===== src/rtl/ahb_uart_arbiter.sv =====
// ahb_uart_arbiter
// Shares the single AHB UART bridge slave between two masters, m0 (core data
// port) and m1 (debug/loader port). One whole transaction is granted at a time
// with round-robin priority. The winner's request is forwarded to the slave.
// The slave's completion is registered and returned to the winner. A watchdog
// forces a release when the slave never completes.
//
// Ports:
//   clk, rstn                 clock, asynchronous active-low reset
//   m_hsel/m_hwrite [1:0]     per-master request and write flag (bit i = master i)
//   m_haddr, m_hwdata         packed per master, master i in [i*W +: W]
//   m_hready [1:0]            one-cycle completion pulse to the owning master
//   m_hresp, m_herr [1:0]     captured slave response / timeout error, valid with m_hready
//   m_hrdata                  captured read data (shared), held until the next capture
//   s_hsel, s_hwrite,
//   s_haddr, s_hwdata         request forwarded to the UART bridge (zero outside BUSY)
//   s_hready, s_hresp,
//   s_hrdata                  slave completion, response/accept flag, read data
//   grant_o [1:0]             one-hot current owner (debug)
module ahb_uart_arbiter #(
  parameter int AHB_ADDR_WIDTH = 32,
  parameter int AHB_DATA_WIDTH = 32,
  parameter int TIMEOUT        = 64,
  parameter int CNT_W          = $clog2(TIMEOUT)
) (
  input  logic                        clk,
  input  logic                        rstn,
  input  logic [1:0]                  m_hsel,
  input  logic [1:0]                  m_hwrite,
  input  logic [2*AHB_ADDR_WIDTH-1:0] m_haddr,
  input  logic [2*AHB_DATA_WIDTH-1:0] m_hwdata,
  output logic [1:0]                  m_hready,
  output logic [1:0]                  m_hresp,
  output logic [1:0]                  m_herr,
  output logic [AHB_DATA_WIDTH-1:0]   m_hrdata,
  output logic                        s_hsel,
  output logic                        s_hwrite,
  output logic [AHB_ADDR_WIDTH-1:0]   s_haddr,
  output logic [AHB_DATA_WIDTH-1:0]   s_hwdata,
  input  logic                        s_hready,
  input  logic                        s_hresp,
  input  logic [AHB_DATA_WIDTH-1:0]   s_hrdata,
  output logic [1:0]                  grant_o
);

  typedef enum logic [1:0] {
    IDLE    = 2'd0,
    BUSY    = 2'd1,
    RELEASE = 2'd2
  } state_t;

  localparam logic [CNT_W-1:0] LAST_CNT = CNT_W'(TIMEOUT - 1);
  localparam logic [CNT_W-1:0] CNT_ONE  = CNT_W'(1);

  state_t                    r_state;
  state_t                    w_next;
  logic [1:0]                r_grant;
  logic                      r_last;
  logic [CNT_W-1:0]          r_cnt;
  logic [1:0]                r_hready;
  logic [1:0]                r_hresp;
  logic [1:0]                r_herr;
  logic [AHB_DATA_WIDTH-1:0] r_hrdata;

  logic w_done;
  logic w_timeout;
  logic w_win;

  // A bare s_hresp (write accept) also ends the transaction.
  assign w_done    = s_hready | s_hresp;
  assign w_timeout = (r_cnt == LAST_CNT);

  // Lone requester wins; on a tie the master that did not win last time wins.
  assign w_win = (m_hsel == 2'b11) ? ~r_last : m_hsel[1];

  always_ff @(posedge clk or negedge rstn) begin
    if (!rstn) r_state <= IDLE;
    else       r_state <= w_next;
  end

  always_comb begin
    w_next   = r_state;
    s_hsel   = 1'b0;
    s_hwrite = 1'b0;
    s_haddr  = '0;
    s_hwdata = '0;
    case (r_state)
      IDLE: begin
        if (|m_hsel) w_next = BUSY;
      end
      BUSY: begin
        s_hsel   = 1'b1;
        s_hwrite = r_grant[1] ? m_hwrite[1] : m_hwrite[0];
        s_haddr  = r_grant[1] ? m_haddr[2*AHB_ADDR_WIDTH-1:AHB_ADDR_WIDTH]
                              : m_haddr[AHB_ADDR_WIDTH-1:0];
        s_hwdata = r_grant[1] ? m_hwdata[2*AHB_DATA_WIDTH-1:AHB_DATA_WIDTH]
                              : m_hwdata[AHB_DATA_WIDTH-1:0];
        if (w_done || w_timeout) w_next = RELEASE;
      end
      RELEASE: w_next = IDLE;
      default: w_next = IDLE;
    endcase
  end

  // Grant bookkeeping, watchdog and the registered completion returned to
  // the owner. r_grant is one-hot, so it doubles as the per-master pulse mask.
  always_ff @(posedge clk or negedge rstn) begin
    if (!rstn) begin
      r_grant  <= 2'b00;
      r_last   <= 1'b1;
      r_cnt    <= '0;
      r_hready <= 2'b00;
      r_hresp  <= 2'b00;
      r_herr   <= 2'b00;
      r_hrdata <= '0;
    end else begin
      case (r_state)
        IDLE: begin
          if (|m_hsel) begin
            r_grant <= w_win ? 2'b10 : 2'b01;
            r_last  <= w_win;
            r_cnt   <= '0;
          end
        end
        BUSY: begin
          if (w_done) begin
            // Completion beats the watchdog when both land on the same cycle.
            r_hready <= r_grant;
            r_hresp  <= s_hresp ? r_grant : 2'b00;
            r_herr   <= 2'b00;
            r_hrdata <= s_hready ? s_hrdata : '0;
          end else if (w_timeout) begin
            r_hready <= r_grant;
            r_hresp  <= 2'b00;
            r_herr   <= r_grant;
            r_hrdata <= '0;
          end else begin
            r_cnt <= r_cnt + CNT_ONE;
          end
        end
        RELEASE: begin
          r_hready <= 2'b00;
          r_hresp  <= 2'b00;
          r_herr   <= 2'b00;
          r_grant  <= 2'b00;
        end
        default: ;
      endcase
    end
  end

  assign m_hready = r_hready;
  assign m_hresp  = r_hresp;
  assign m_herr   = r_herr;
  assign m_hrdata = r_hrdata;
  assign grant_o  = r_grant;

endmodule


===== config.mk =====
export PLATFORM = sky130hd
export DESIGN_NAME = ahb_uart_arbiter
export DESIGN_NICKNAME = d
export VERILOG_FILES = /design/src/rtl/ahb_uart_arbiter.sv
export SDC_FILE = /design/constraint.sdc
export NUM_CORES = 1
export LEC_CHECK = 0
export CORE_ASPECT_RATIO = 0.8
export CORE_MARGIN = 2
export CORE_UTILIZATION = 32
export CTS_CLUSTER_SIZE = 40
export DETAILED_ROUTE_END_ITERATION = 10
export PLACE_DENSITY = 0.8
export SYNTH_ARGS = -nofsm -noshare
export SYNTH_HDL_FRONTEND = slang
export SYNTH_SLANG_ARGS = --single-unit

===== constraint.sdc =====
create_clock -name clk -period 2.1 [get_ports clk]
set_clock_uncertainty 0.05 [all_clocks]
set_input_delay 0.21 -clock clk [delete_from_list [all_inputs] [get_ports clk]]
set_output_delay 0.21 -clock clk [all_outputs]
set_load 0.005 [all_outputs]

==> metrics.md, run 1 <==
| Metric | Value |
|---|---|
| Max_slew headroom | 69.81% |
| Mapped cell area | 3124 µm² |
| Fin crit share | 100.3% |
| Fin crit period | 2.106 ns |
| Startpoint Class | flop |
| Worst-Skew Late Latency | about 0.28 ns |
| Clock Sinks | 49 |
| Maxcap violations | 0 |
| Slowest CP cell | dfrtp_4 |
| Critical path required time | between 1.5 and 2 ns |
| GR Util met2 | 39.84% |
| # rows | 32 |
| Die H | 92.38 µm |
| Gr busiest metal | met2 |
| Antenna violations before repair | 0 |
| RSZ-0062 raised after global routing | yes |
| CP max FO | 10 |
| Cells after Synth | around 370 |
| Leakage | 3.057 nW |
| NumNets Final | 808 |
| Place WS | 0.1211 ns |
| WL final | 13660 µm |
| Syn. warnings | 0 |
| Area Overhead vs Synth | 100.6% |
| Final setup margin | -0.005622 ns |
| Worst slew pin tran | 0.4482 ns |
| H-tree lvl count | 2 |
| Top_reg_cell synth | dfrtp_1 |
| Via count | around 3700 |
| Post-synth EDFFs | 0 |
| Hold slack | 0.3227 ns |
| Clock Path Buffers | 2 |
| N_diodes | 0 |
| Final Max Slew Viols | 0 |
| CP top delay family | buffers and inverters |
| Syn Nets | 540 |
| Number of DRC markers in iteration 0 | 259 |
| Top post-synthesis cells by count | nor2_1, mux2i_1, dfrtp_1 |
| Final setup viols | 2 |
| Fill cells | 822 |
| Clock-pin slew on the worst setup and hold paths | approximately 0.070 ns |
| Multi-input logic area | 1738 µm² |
| Storage element area | ~1200 µm² |
| First-pass DRT Iterations | 5 |
| Routability congestion estimate | a little under 1 |
| Total global routing overflow | 0 |
| DR vias/cell | 4.929 |
| Die W | 114.5 µm |
| Peak VDD IR | about 0.00056 V |
| Syn_area_per_cell | between 8 and 9 µm² |
| FF-to-FF Start | r_cnt[0] |
| CP Cell Sequence | buf_4, mux2i_1, nor2_2, clkdlybuf4s50_1 |
| Hold Crit Class | input pin to async pin |
| Met1 Resource Use GR | 33.51% |
| Fin. Hold Viols | 0 |
| Yosys reg bits | 49 |
| Core area | around 9600 µm² |
| Worst setup path start | grant_o[1] |
| Yosys top cell area share | 38.45% |
| Reg2Reg Depth | 6 |
| Total Power | 6.556 mW |
| Largest area contributor in the netlist | dfrtp_1 |
| Root buffer cell | clkbuf_16 |
| Outcome | finished, violations left |
| R2R Setup Slk | ~0.33 ns |
| CP Class | flop to primary output |
| Cell count along the critical path | 4 |
| Ports | 274 |
| Seq/Total Area, Yosys | 39.29% |
| I/O Buffers | 273 |
| PwrDens | ~1000 nW/µm² |
| TritonCTS buffer count | 5 |
| Slowest Stage Delay on Critical Path | 0.57 ns |
| Crit. End Element | primary output |
| Die area | roughly 11000 µm² |
| Initial Utilization | about 33% |
| TritonCTS clock tree | done |
| Post-DP HPWL | roughly 11000 µm |
| Ratio of cells with drive above 1 in the final layout | 5.938% |
| First-pass GRT wire length | slightly above 20000 µm |
| Share of synthesized registers carrying an async set or reset | 100.0% |
| Failing checks | setup timing |
| Top-count cell post-synth | nor2_1 |
| Final ANT Viol Nets | 0 |
| Vias in the first global route | ~3700 |
| Upper clock frequency limit | 0.4749 GHz |
| Terminus of the critical flop-to-flop path | m_hrdata[15] |
| WL per Instance | 18.00 µm |
| GRT met3 Usage | 7.003% |
| Largest net degree at the start of global routing | 46 |
| Drt drc | 0 |
| Synth area leaders | dfrtp_1, mux2i_1, nor2_1, o21ai_0, nand3_1 |
| CP endpoint | s_haddr[14] |
| Buf/Inv on CP | 2 |
| Post-synth cell types | 35 |
| All-layer global routing usage | between 20% and 30% |
| Arrival time at the worst endpoint | ~1.9 ns |
-- placed cells by master (no fill, tap or decap), types with 3 or more instances in the layout --
cell,n
nand2_1,44
buf_4,13
nor3_1,3
mux2i_2,3
dfrtp_1,46
dlymetal6s2s_1,24
buf_12,4
inv_1,4
mux2i_1,63
clkdlybuf4s50_1,244
o21ai_0,41
dlygate4sd2_1,4
nor2_1,68
nand3_1,38
clkbuf_16,5
-- kinds of logic after synthesis --
kind of cell | share of synthesized area, %
adders and majority gates | 0.4004
xor gates and xnor gates | 0.2804
AOI/OAI and AO/OA | 11.21
buffers and inverters | 5.526
muxes | 21.15
DFF | 39.29
and+or+nand+nor | 22.15
-- final cells by class --
type / count / share of cell area (%)
Timing Repair Buffer: 292 / 47.62
Multi-Input combinational cell: 286 / 27.72
Sequential cell: 49 / 19.66
Tap cell: 119 / 2.375
Clock buffer: 7 / 2.116
Inverter: 5 / 0.3792
Clock inverter: 1 / 0.1198
-- registers in the layout, indices dropped and copies added (netlist names) --
signal and count:
m_hready 2, grant_o 2, m_herr 2, r_last 1, m_hrdata 32, r_state 2, m_hresp 2, r_cnt 6
-- power breakdown --
part	internal, mW	switching, mW	total, mW
logic	2.38	1.85	4.23
clock network	0.443	0.335	0.777
registers	1.30	0.249	1.55
-- worst register-to-register path: cells and delay by family, from the launching register on --
kind	cells	cell delay (ns)
DFF	1	0.39
and+or+nand+nor	2	0.26
adders and majority gates	1	0.21
buffers and inverters	1	0.21
AOI/OAI and AO/OA	2	0.54
-- stage by stage --
step	area [µm²]	std cells	setup TNS, ns	utilization [%]
finish	6269	759	-0.006507	65.51
global route	6269	759	-0.8994	65.51
CTS	6183	758	-0.02825	64.62
detailed placement	6006	747	0	62.76
global placement	6006	747	0	62.76
floorplan	3124	371	0	-
-- how the worst min path moves through the flow --
| stage | to | depth (start not counted) | from | slack, ns |
|---|---|---|---|---|
| detailed placement | m_hready[0] | 1 | rstn | 0.10 |
| CTS | m_hresp[0] | 2 | rstn | 0.33 |
| global placement | m_hresp[0] | 1 | rstn | 0.1 |
| floorplan | grant_o[0] | 0 | rstn | -0.14 |
| finish | m_hrdata[30] | 2 | rstn | 0.32 |
| global route | m_hrdata[29] | 2 | rstn | 0.36 |
-- layer usage --
metal / wire length, µm / vias to the layer above
met5: 0 / -
met4: 184 / 0
met3: 1116 / 12
met2: 6396 / 152
met1: 5966 / 1763
li1: - / 1814
-- what timing repair did --
action                                 CTS  global route
resized for setup                        9            29
hold buffers                             1             0
endpoints found under the hold margin   14             0
setup endpoints to repair               63            60
setup buffers                            2             1
Power figures use the tool's default switching activity.
==> run 2, diff against run 1 <==
GPL_TIMING_DRIVEN = 0   (was not set)
==> metrics.md, run 2 (synthesized netlist as in run 1, its figures left out) <==
| Metric | Value |
|---|---|
| Clock-pin slew on the worst setup and hold paths | around 0.070 ns |
| Fin crit share | 97.39% |
| Largest register FFs | 32 |
| Antenna violations before repair | 0 |
| Clock Sinks | 49 |
| Vias in the first global route | roughly 3800 |
| Final ANT Viol Nets | 0 |
| Fin crit period | 2.045 ns |
| WL final | roughly 14000 µm |
| Slowest Stage Delay on Critical Path | 0.43 ns |
| Fin area | 6197 µm² |
| Multi-input logic area | 1770 µm² |
| Place WS | -0.3093 ns |
| Hold Crit Class | input pin to async pin |
| Placed cells | 763 |
| Final setup margin | about 0.055 ns |
| CP Cell Sequence | buf_6, buf_6, mux2i_2, nor2_1, dlygate4sd2_1 |
| Clock Path Buffers | 2 |
| H-tree lvl count | 2 |
| Hold slack | 0.3159 ns |
| TritonCTS clock tree | done |
| Post-DP HPWL | about 12000 µm |
| Startpoint Class | flop |
| Die H | 92.38 µm |
| Die area | 10570 µm² |
| DR vias/cell | 4.977 |
| Core Util, Final | 64.76% |
| Critical path required time | roughly 1.8 ns |
| Fill cells | ~820 |
| Worst slew pin tran | 0.4935 ns |
| Commonest non-fill, non-tap cell in the layout | clkdlybuf4s50_1 |
| Routability congestion estimate | 0.9677 |
| N_diodes | 0 |
| Placed Area | between 6000 and 7000 µm² |
| CP top delay family | buffers and inverters |
| Arrival time at the worst endpoint | ~1.8 ns |
| Total global routing overflow | 0 |
| Outcome | finished, final reports clean |
| Total Power | 6.495 mW |
| Drt drc | 0 |
| # rows | 32 |
| First-pass GRT wire length | 20730 µm |
| Leakage | 2.920 nW |
| Initial Utilization | around 33% |
| Largest net degree at the start of global routing | 36 |
| CP max FO | 10 |
| Slowest CP cell | dfrtp_2 |
| Crit. End Element | primary output |
| Die W | 114.5 µm |
| Buf/Inv on CP | 3 |
| NumNets Final | 819 |
| Final Max Slew Viols | 0 |
| CP Class | flop to primary output |
| I/O Buffers | ~270 |
| Via count | 3832 |
| Area Overhead vs Synth | 98.36% |
| Most frequent cells in the layout | clkdlybuf4s50_1, mux2i_1, nor2_1 |
| Number of DRC markers in iteration 0 | 143 |
| Core area | roughly 9600 µm² |
| All-layer global routing usage | 25.17% |
| Cell mode on critical path | buf_6 |
| Max_slew headroom | about 67% |
| Non-Filler Instances | 770 |
| Storage element area | 1229 µm² |
| TritonCTS buffer count | 5 |
| Fin. Hold Viols | 0 |
| Setup TNS Final | 0 ns |
| Maxcap violations | 0 |
| Root buffer cell | clkbuf_16 |
| Ratio of cells with drive above 1 in the final layout | 7.834% |
| RSZ-0062 raised after global routing | yes |
| Final setup viols | 0 |
| Worst-Skew Late Latency | 0.29 ns |
| PwrDens | 1048 nW/µm² |
| Ports | 274 |
| WL per Instance | around 18 µm |
| Upper clock frequency limit | 0.4889 GHz |
| First-pass DRT Iterations | 5 |
| Peak VDD IR | ~0.0006 V |
==> run 2: worst paths after layout <==
path	startpoint	depth (start not counted)	slack, ns	endpoint
max	grant_o[1]	5	0.05	s_haddr[14]
min	rstn	2	0.32	m_hrdata[23]
max reg2reg	r_cnt[0]	6	0.29	m_hrdata[6]
min reg2reg	m_hrdata[4]	2	0.46	m_hrdata[4]
max in group asynchronous	rstn	3	1.11	r_last
min in group clk	s_hready	3	0.34	m_hrdata[28]
==> run 2: area by class of cell <==
| type | instances | share of cell area (%) |
|---|---|---|
| inverter | 5 | 0.3836 |
| clock inverter | 2 | 0.2221 |
| tap | 119 | 2.403 |
| clock buffer | 6 | 2.080 |
| buffer | 28 | 3.473 |
| sequential | 49 | 19.83 |
| timing repair buffer | 275 | 43.04 |
| multi-input combinational | 286 | 28.57 |
==> run 2: what timing repair did <==
action	in CTS	in global routing
resized for setup	106	12
endpoints found under the setup margin	66	9
setup buffers	0	1
hold buffers	1	0
pin swaps	0	0
endpoints found under the hold margin	14	0
==> run 2: metal layers <==
| metal | global-route usage, % | vias up | share of wire (%) |
|---|---|---|---|
| met5 | 0 | - | 0 |
| met4 | 5.386 | 0 | 1.7 |
| met3 | 6.283 | 18 | 8.1 |
| met2 | 42.90 | 161 | 48 |
| met1 | 32.29 | 1818 | 43 |
| li1 | - | 1835 | - |
==> run 2: where the power goes <==
part           internal [mW]  total (mW)  switching (mW)
combinational           2.20        4.17            1.97
clock                  0.445       0.798           0.353
sequential              1.29        1.52           0.230
==> run 3, diff against run 2 <==
CTS_CLUSTER_DIAMETER = 80   (was not set)
==> results of run 3 <==
Same layout as run 2: the final DEF is identical, and so are final timing and power.
